[config.mk]
export PLATFORM = sky130hd
export DESIGN_NAME = pipe_calc_driver_flat
export DESIGN_NICKNAME = d
export VERILOG_FILES = /design/src/rtl/pipe_calc_driver_if.sv /design/src/rtl/pipe_calc_driver.sv /design/src/flat_wrapper.sv
export SDC_FILE = /design/constraint.sdc
export NUM_CORES = 1
export LEC_CHECK = 0
export ABC_CLOCK_PERIOD_IN_PS = 3100
export CORE_MARGIN = 2
export CORE_UTILIZATION = 51
export DETAILED_ROUTE_END_ITERATION = 8
export PLACE_DENSITY = 0.78
export SYNTH_ARGS = -nofsm -noshare
export SYNTH_HDL_FRONTEND = slang
export SYNTH_SLANG_ARGS = --single-unit
[constraint.sdc]
create_clock -name clk -period 3.1 [get_ports clk]
set_clock_uncertainty 0.15 [all_clocks]
set_input_delay 0.62 -clock clk [delete_from_list [all_inputs] [get_ports clk]]
set_output_delay 0.62 -clock clk [all_outputs]
set_load 0.03 [all_outputs]
[src/rtl/pipe_calc_driver_if.sv]
// Operand/result bus between pipe_calc_driver and its environment.
//   in_valid/in_ready + in_a..in_e : operand set stream into the driver
//   pa..pe                         : registered operand bus to the compute pipeline
//   ps                             : pipeline result S
//   out_valid/out_ready + out_data : result stream out of the driver FIFO
//   err/err_cnt                    : sticky mismatch flag and saturating count
// slave = driver side, master = environment side.
interface pipe_calc_driver_if #(parameter int W = 5);
  logic         in_valid, in_ready;
  logic [W-1:0] in_a, in_b, in_c, in_d, in_e;
  logic [W-1:0] pa, pb, pc, pd, pe;
  logic [W-1:0] ps;
  logic         out_valid, out_ready;
  logic [W-1:0] out_data;
  logic         err;
  logic [7:0]   err_cnt;

  modport slave (
    input  in_valid, in_a, in_b, in_c, in_d, in_e, ps, out_ready,
    output in_ready, pa, pb, pc, pd, pe, out_valid, out_data, err, err_cnt
  );
  modport master (
    output in_valid, in_a, in_b, in_c, in_d, in_e, ps, out_ready,
    input  in_ready, pa, pb, pc, pd, pe, out_valid, out_data, err, err_cnt
  );
endinterface

[src/rtl/pipe_calc_driver.sv]
// Initiator/collector for the 3-stage ((A+B)-(C+D))&E compute pipeline.
// Accepts operand sets, drives them onto the pipeline operand bus, tracks each
// issue through a valid shift register, captures the pipeline result into a
// result FIFO and checks it against an internal model.
// Ports: clk (all state on falling edge), reset (async, active-high),
//        bus (pipe_calc_driver_if.slave, see interface header).
module pipe_calc_driver #(
  parameter int W     = 5,
  parameter int LAT   = 3,
  parameter int DEPTH = 4
) (
  input logic               clk,
  input logic               reset,
  pipe_calc_driver_if.slave bus
);
  localparam int AW = (DEPTH > 1) ? $clog2(DEPTH) : 1;
  localparam int CW = $clog2(DEPTH + LAT + 2);

  typedef struct packed {
    logic [W-1:0] a, b, c, d, e;
  } opset_t;

  opset_t                  in_set, op_q;
  logic [LAT:0]            vld_pipe;
  logic [LAT:0][W-1:0]     exp_pipe;
  logic [DEPTH-1:0][W-1:0] mem;
  logic [AW-1:0]           wr_ptr, rd_ptr;
  logic [CW-1:0]           occ, inflight;
  logic [W-1:0]            sum_ab, sum_cd, exp_in;
  logic                    issue, cap, pop, err_q;
  logic [7:0]              err_cnt_q;

  function automatic logic [AW-1:0] ptr_inc(input logic [AW-1:0] p);
    return (p == AW'(DEPTH - 1)) ? '0 : p + AW'(1);
  endfunction

  assign in_set = {bus.in_a, bus.in_b, bus.in_c, bus.in_d, bus.in_e};

  // Model result for the set being offered; W-bit sums wrap naturally.
  assign sum_ab = bus.in_a + bus.in_b;
  assign sum_cd = bus.in_c + bus.in_d;
  assign exp_in = (sum_ab - sum_cd) & bus.in_e;

  always_comb begin
    inflight = '0;
    for (int j = 0; j <= LAT; j++) inflight = inflight + CW'(vld_pipe[j]);
  end

  // Credit: every accepted set holds one slot from issue until it is popped,
  // whether it is still in the pipeline or already buffered.
  assign bus.in_ready  = (occ + inflight) < CW'(DEPTH);
  assign issue         = bus.in_valid && bus.in_ready;
  assign cap           = vld_pipe[LAT];
  assign pop           = bus.out_valid && bus.out_ready;

  assign bus.out_valid = (occ != '0);
  assign bus.out_data  = mem[rd_ptr];
  assign bus.pa        = op_q.a;
  assign bus.pb        = op_q.b;
  assign bus.pc        = op_q.c;
  assign bus.pd        = op_q.d;
  assign bus.pe        = op_q.e;
  assign bus.err       = err_q;
  assign bus.err_cnt   = err_cnt_q;

  always_ff @(negedge clk or posedge reset) begin
    if (reset) begin
      op_q      <= '0;
      vld_pipe  <= '0;
      exp_pipe  <= '0;
      mem       <= '0;
      wr_ptr    <= '0;
      rd_ptr    <= '0;
      occ       <= '0;
      err_q     <= 1'b0;
      err_cnt_q <= '0;
    end else begin
      if (issue) op_q <= in_set;
      vld_pipe <= {vld_pipe[LAT-1:0], issue};
      exp_pipe <= {exp_pipe[LAT-1:0], exp_in};
      if (cap) begin
        mem[wr_ptr] <= bus.ps;
        wr_ptr      <= ptr_inc(wr_ptr);
        if (bus.ps != exp_pipe[LAT]) begin
          err_q <= 1'b1;
          if (err_cnt_q != 8'hFF) err_cnt_q <= err_cnt_q + 8'd1;
        end
      end
      if (pop) rd_ptr <= ptr_inc(rd_ptr);
      case ({cap, pop})
        2'b10:   occ <= occ + CW'(1);
        2'b01:   occ <= occ - CW'(1);
        default: ;
      endcase
      // Credit rule makes a capture into a full FIFO without a pop impossible.
      assert (!(cap && occ == CW'(DEPTH) && !pop));
    end
  end
endmodule

[src/flat_wrapper.sv]
// flat-port wrapper written by rule: the top's interface ports become plain ports
module pipe_calc_driver_flat 
#(
  parameter int W     = 5,
  parameter int LAT   = 3,
  parameter int DEPTH = 4
)
  (clk, reset, bus_in_valid, bus_in_a, bus_in_b, bus_in_c, bus_in_d, bus_in_e, bus_ps, bus_out_ready, bus_in_ready, bus_pa, bus_pb, bus_pc, bus_pd, bus_pe, bus_out_valid, bus_out_data, bus_err, bus_err_cnt);
  pipe_calc_driver_if #(.W(W)) bus_i ();
  input logic clk;
  input logic reset;
  input wire logic [$bits(bus_i.in_valid)-1:0] bus_in_valid;
  input wire logic [$bits(bus_i.in_a)-1:0] bus_in_a;
  input wire logic [$bits(bus_i.in_b)-1:0] bus_in_b;
  input wire logic [$bits(bus_i.in_c)-1:0] bus_in_c;
  input wire logic [$bits(bus_i.in_d)-1:0] bus_in_d;
  input wire logic [$bits(bus_i.in_e)-1:0] bus_in_e;
  input wire logic [$bits(bus_i.ps)-1:0] bus_ps;
  input wire logic [$bits(bus_i.out_ready)-1:0] bus_out_ready;
  output wire logic [$bits(bus_i.in_ready)-1:0] bus_in_ready;
  output wire logic [$bits(bus_i.pa)-1:0] bus_pa;
  output wire logic [$bits(bus_i.pb)-1:0] bus_pb;
  output wire logic [$bits(bus_i.pc)-1:0] bus_pc;
  output wire logic [$bits(bus_i.pd)-1:0] bus_pd;
  output wire logic [$bits(bus_i.pe)-1:0] bus_pe;
  output wire logic [$bits(bus_i.out_valid)-1:0] bus_out_valid;
  output wire logic [$bits(bus_i.out_data)-1:0] bus_out_data;
  output wire logic [$bits(bus_i.err)-1:0] bus_err;
  output wire logic [$bits(bus_i.err_cnt)-1:0] bus_err_cnt;
  assign bus_i.in_valid = bus_in_valid;
  assign bus_i.in_a = bus_in_a;
  assign bus_i.in_b = bus_in_b;
  assign bus_i.in_c = bus_in_c;
  assign bus_i.in_d = bus_in_d;
  assign bus_i.in_e = bus_in_e;
  assign bus_i.ps = bus_ps;
  assign bus_i.out_ready = bus_out_ready;
  assign bus_in_ready = bus_i.in_ready;
  assign bus_pa = bus_i.pa;
  assign bus_pb = bus_i.pb;
  assign bus_pc = bus_i.pc;
  assign bus_pd = bus_i.pd;
  assign bus_pe = bus_i.pe;
  assign bus_out_valid = bus_i.out_valid;
  assign bus_out_data = bus_i.out_data;
  assign bus_err = bus_i.err;
  assign bus_err_cnt = bus_i.err_cnt;
  pipe_calc_driver #(.W(W), .LAT(LAT), .DEPTH(DEPTH)) u_core (.clk(clk), .reset(reset), .bus(bus_i));
endmodule
==> impl_metrics.py <==
metrics = {
    "power": {
        "combPwrFrac": 0.577,
        "p_leak_nw": 2.84,
        "switching_share": 0.367,
        "pwr_density_cell_mw_per_mm2": 1100,
        "p_clk_frac": 0.115,
        "ir_drop_mv": 0.690,
        "seq_power_share": 0.309,
        "power.total_mw": 6.49,
        "p_sw_mw": 2.38,
        "intPower_mw": 4.11,
    },
    "setup_path": {
        "r2r_cells": 11,
        "crit_buf_inv": 2,
        "startpoint_type": "flip-flop",
        "path_common_cell": "ha_4",
        "crit_family": "adder cells",
        "slowest_stage": "dfrtn_1",
        "arrival_ns": 3.82,
        "slowest_delay_ns": 0.47,
        "path_max_fanout": 2,
        "ff2ff_setup_slack_ns": 0.05,
        "critical_path_depth": 8,
        "crit_chain": "ha_4 > fa_2 > ha_4 > a31o_4 > nor3_4 > a31oi_4 > inv_2 > buf_6",
        "critPathCaptureType": "primary output",
        "cp.required_ns": 2.33,
        "crit_type": "reg2out",
    },
    "cts": {
        "h-tree-depth": 3,
        "cts_tree": "yes",
        "postCtsHoldBufs": 0,
        "clkSinkCount": 86,
        "clk_pin_slew_ns": 0.05,
        "cts-root-buf": "clkbuf_8",
        "cts_buffers": 9,
        "cts_max_path_buffers": 2,
        "insertion_delay_ns": 0.34,
    },
    "synth": {
        "syn_avg_cell_area_sq_um": 14.5,
        "synth_mux_area_frac": 0.185,
        "synth_nets": 337,
        "synth_top_area_frac": 0.541,
        "netlist_instances": 275,
        "synth_xor_area_frac": 0.0528,
        "yosysSeqAreaShare": 0.541,
        "synth_top_family_by_area": "multiplexers",
        "mappedNetlistArea_sq_mm": 0.00398,
        "ys.warnings.count": 0,
        "post-synth-top-count-cell": "dfrtn_1",
        "ys_ff_latch": 86,
        "synthTopCellsByArea": "dfrtn_1 54%, mux2_2 8.2%, mux2_4 7.2%",
        "synthFlopType": "dfrtn_1",
        "synthSimpleGateAreaFrac": 0.0525,
        "yosys.area.top_type": "dfrtn_1",
        "synth-edff-count": 0,
        "synthArstFlopShare": 1.00,
        "ys_top_cells_by_count": "86 x dfrtn_1, 29 x mux2_2, 28 x inv_1",
        "synth_compound_gate_area_share": 0.0211,
        "ys_types": 32,
        "synth_fa_ha_area_frac": 0.107,
    },
    "global_route": {
        "grt_pass1_wl_um": 13400,
        "grt_pass1_vias": 2802,
        "grt.overflow.total": 0,
        "track_usage": 0.208,
        "antenna_found_initial": 0,
        "grt_max_degree": 45,
    },
    "floorplan": {
        "dieWidth_um": 92.3,
        "start_util": 0.520,
        "die_h_um": 92.3,
        "core-area_sq_mm": 0.00765,
        "die-area_sq_mm": 0.00852,
        "ioPinCount": 75,
        "num_rows": 32,
    },
    "placed_design": {
        "gp_congestion": 0.804,
        "hpwl_um": 5460,
        "io_buffers": 74,
    },
    "route": {
        "via_count": 2595,
        "dr.pass1.iters": 4,
        "wl_um": 8580,
        "antenna_left": 0,
        "drt_iter0_drc": 65,
        "drc_errors": 0,
        "vias_per_cell": 4.97,
        "wl_per_cell_um": 16.4,
    },
    "layout": {
        "final_util": 0.770,
        "nNetsFinal": 477,
        "drive_above_1_share": 0.550,
        "diodes": 0,
        "syn_to_final_growth_pct": 48.1,
    },
    "timing": {
        "rsz0062_at_grt": "yes",
        "layout_setup_ws_ns": -1.49,
        "worst_slew_margin_rel": 0.806,
        "tightest_slew_ns": 0.291,
        "finalSetupViolations": 56,
        "slew_violations": 0,
        "hold_viol": 0,
    },
    "outcome": {
        "violations": "setup timing",
        "outcome": "finished, violations left",
    },
    "min_path": {
        "hold_depth": 0,
        "worst_hold_path_type": "reg2reg",
    },
    "flow_run": {
        "cap_violations": 0,
    },
}
[layer usage]
| metal | part of all wire | track usage | wire (um) | vias to the layer above |
|---|---|---|---|---|
| met5 | 0 | 0 | 0 | - |
| met4 | 0.016 | 0.0597 | 133 | 0 |
| met3 | 0.050 | 0.0561 | 429 | 13 |
| met2 | 0.53 | 0.369 | 4580 | 70 |
| met1 | 0.40 | 0.249 | 3430 | 1312 |
| li1 | - | - | - | 1200 |
[through the flow]
step / std cells / setup TNS (ns) / setup slack (ns) / cell area [sq um] / hold slack, ns
6_report: 522 / -16.99 / -1.49 / 5890 / 0.144
4_1_cts: 511 / -17.04 / -1.54 / 5730 / 0.148
2_1_floorplan: 275 / -21.97 / -1.47 / 4090 / 0.142
3_5_place_dp: 475 / -44.30 / -2.13 / 5060 / 0.147
5_1_grt: 522 / -19.41 / -1.55 / 5890 / 0.151
3_3_place_gp: 475 / -42.93 / -2.01 / 5060 / 0.143
[state kept, by name, summed over array words and instances, names as in the netlist]
signal	count
u_core.bus.err	1
u_core.bus.err_cnt	8
u_core.bus.pa	5
u_core.bus.pb	5
u_core.bus.pc	5
u_core.bus.pd	5
u_core.bus.pe	5
u_core.exp_pipe	20
u_core.mem	20
u_core.occ	4
u_core.rd_ptr	2
u_core.vld_pipe	4
u_core.wr_ptr	2
[power by group through the flow]
stage	Sequential, mW	Clock (mW)	Combinational, mW
floorplan	2.34	0	1.60
global placement	1.97	0	2.82
detailed placement	1.99	0	2.93
CTS	1.99	0.763	3.51
global route	2.06	0.806	3.98
finish	2.00	0.745	3.74
[final timing paths]
kind | from | endpoint
setup / recovery | u_core.vld_pipe[0]$_DFF_NP0_ | bus_in_ready
hold / removal | u_core.exp_pipe[8]$_DFF_NP0_ | u_core.exp_pipe[13]$_DFF_NP0_
setup reg to reg | u_core.vld_pipe[0]$_DFF_NP0_ | u_core.bus.pb[1]$_DFFE_NP0P_
hold reg to reg | u_core.exp_pipe[8]$_DFF_NP0_ | u_core.exp_pipe[13]$_DFF_NP0_
max in group asynchronous | reset | u_core.mem[3]$_DFFE_NP0P_
min in group asynchronous | reset | u_core.bus.pe[2]$_DFFE_NP0P_
[cells in the final DEF (no fill, tap or decap), drive strengths merged]
master,netlist,routed
buf,3,109
dfrtn,86,86
mux2,48,48
inv,28,27
ha,18,18
clkdlybuf4s50,0,14
clkbuf,2,13
xnor2,12,12
xor2,12,12
fa,10,10
nand2,8,8
and2,6,6
mux4,5,5
dlygate4sd2,0,5
a21o,5,5
clkdlybuf4s15,0,5
and3,4,4
nand3,4,4
nand4,3,3
nor2,3,3
a21oi,3,3
o21ai,3,3
nor3,3,3
clkinvlp,0,2
clkinv,0,2
nand2b,2,2
or3,1,1
or4,1,1
mux2i,1,1
and4,1,1
and4bb,1,1
a31o,1,1
a31oi,1,1
bufbuf,0,1
[area by class of cell]
cell class | instances | area, sq um
fillers | 463 | 1760
flip-flops and latches | 86 | 2150
repair buffers | 134 | 1380
clock inverters | 3 | 17.5
inverters | 28 | 111
clock buffers | 13 | 169
multi-input cells | 156 | 1930
well taps | 102 | 128
[logic make-up (layout without fill, tap and decap cells)]
group                      count (synthesis)  after routing
and+or+nand+nor                           37             37
AOI/OAI and AO/OA                         13             13
buffers and inverters                     33            178
xor gates and xnor gates                  24             24
muxes                                     54             54
DFF                                       86             86
adders and majority gates                 28             28
[repair_timing]
item                                    in CTS  in global routing
endpoints found under the setup margin      85                 58
gates resized for setup                    168                 15
setup buffers                               20                 11
hold endpoints to repair                     0                  0
pin swaps                                   33                  9
cloned                                       1                  0
(Power assumes the default switching activity.)
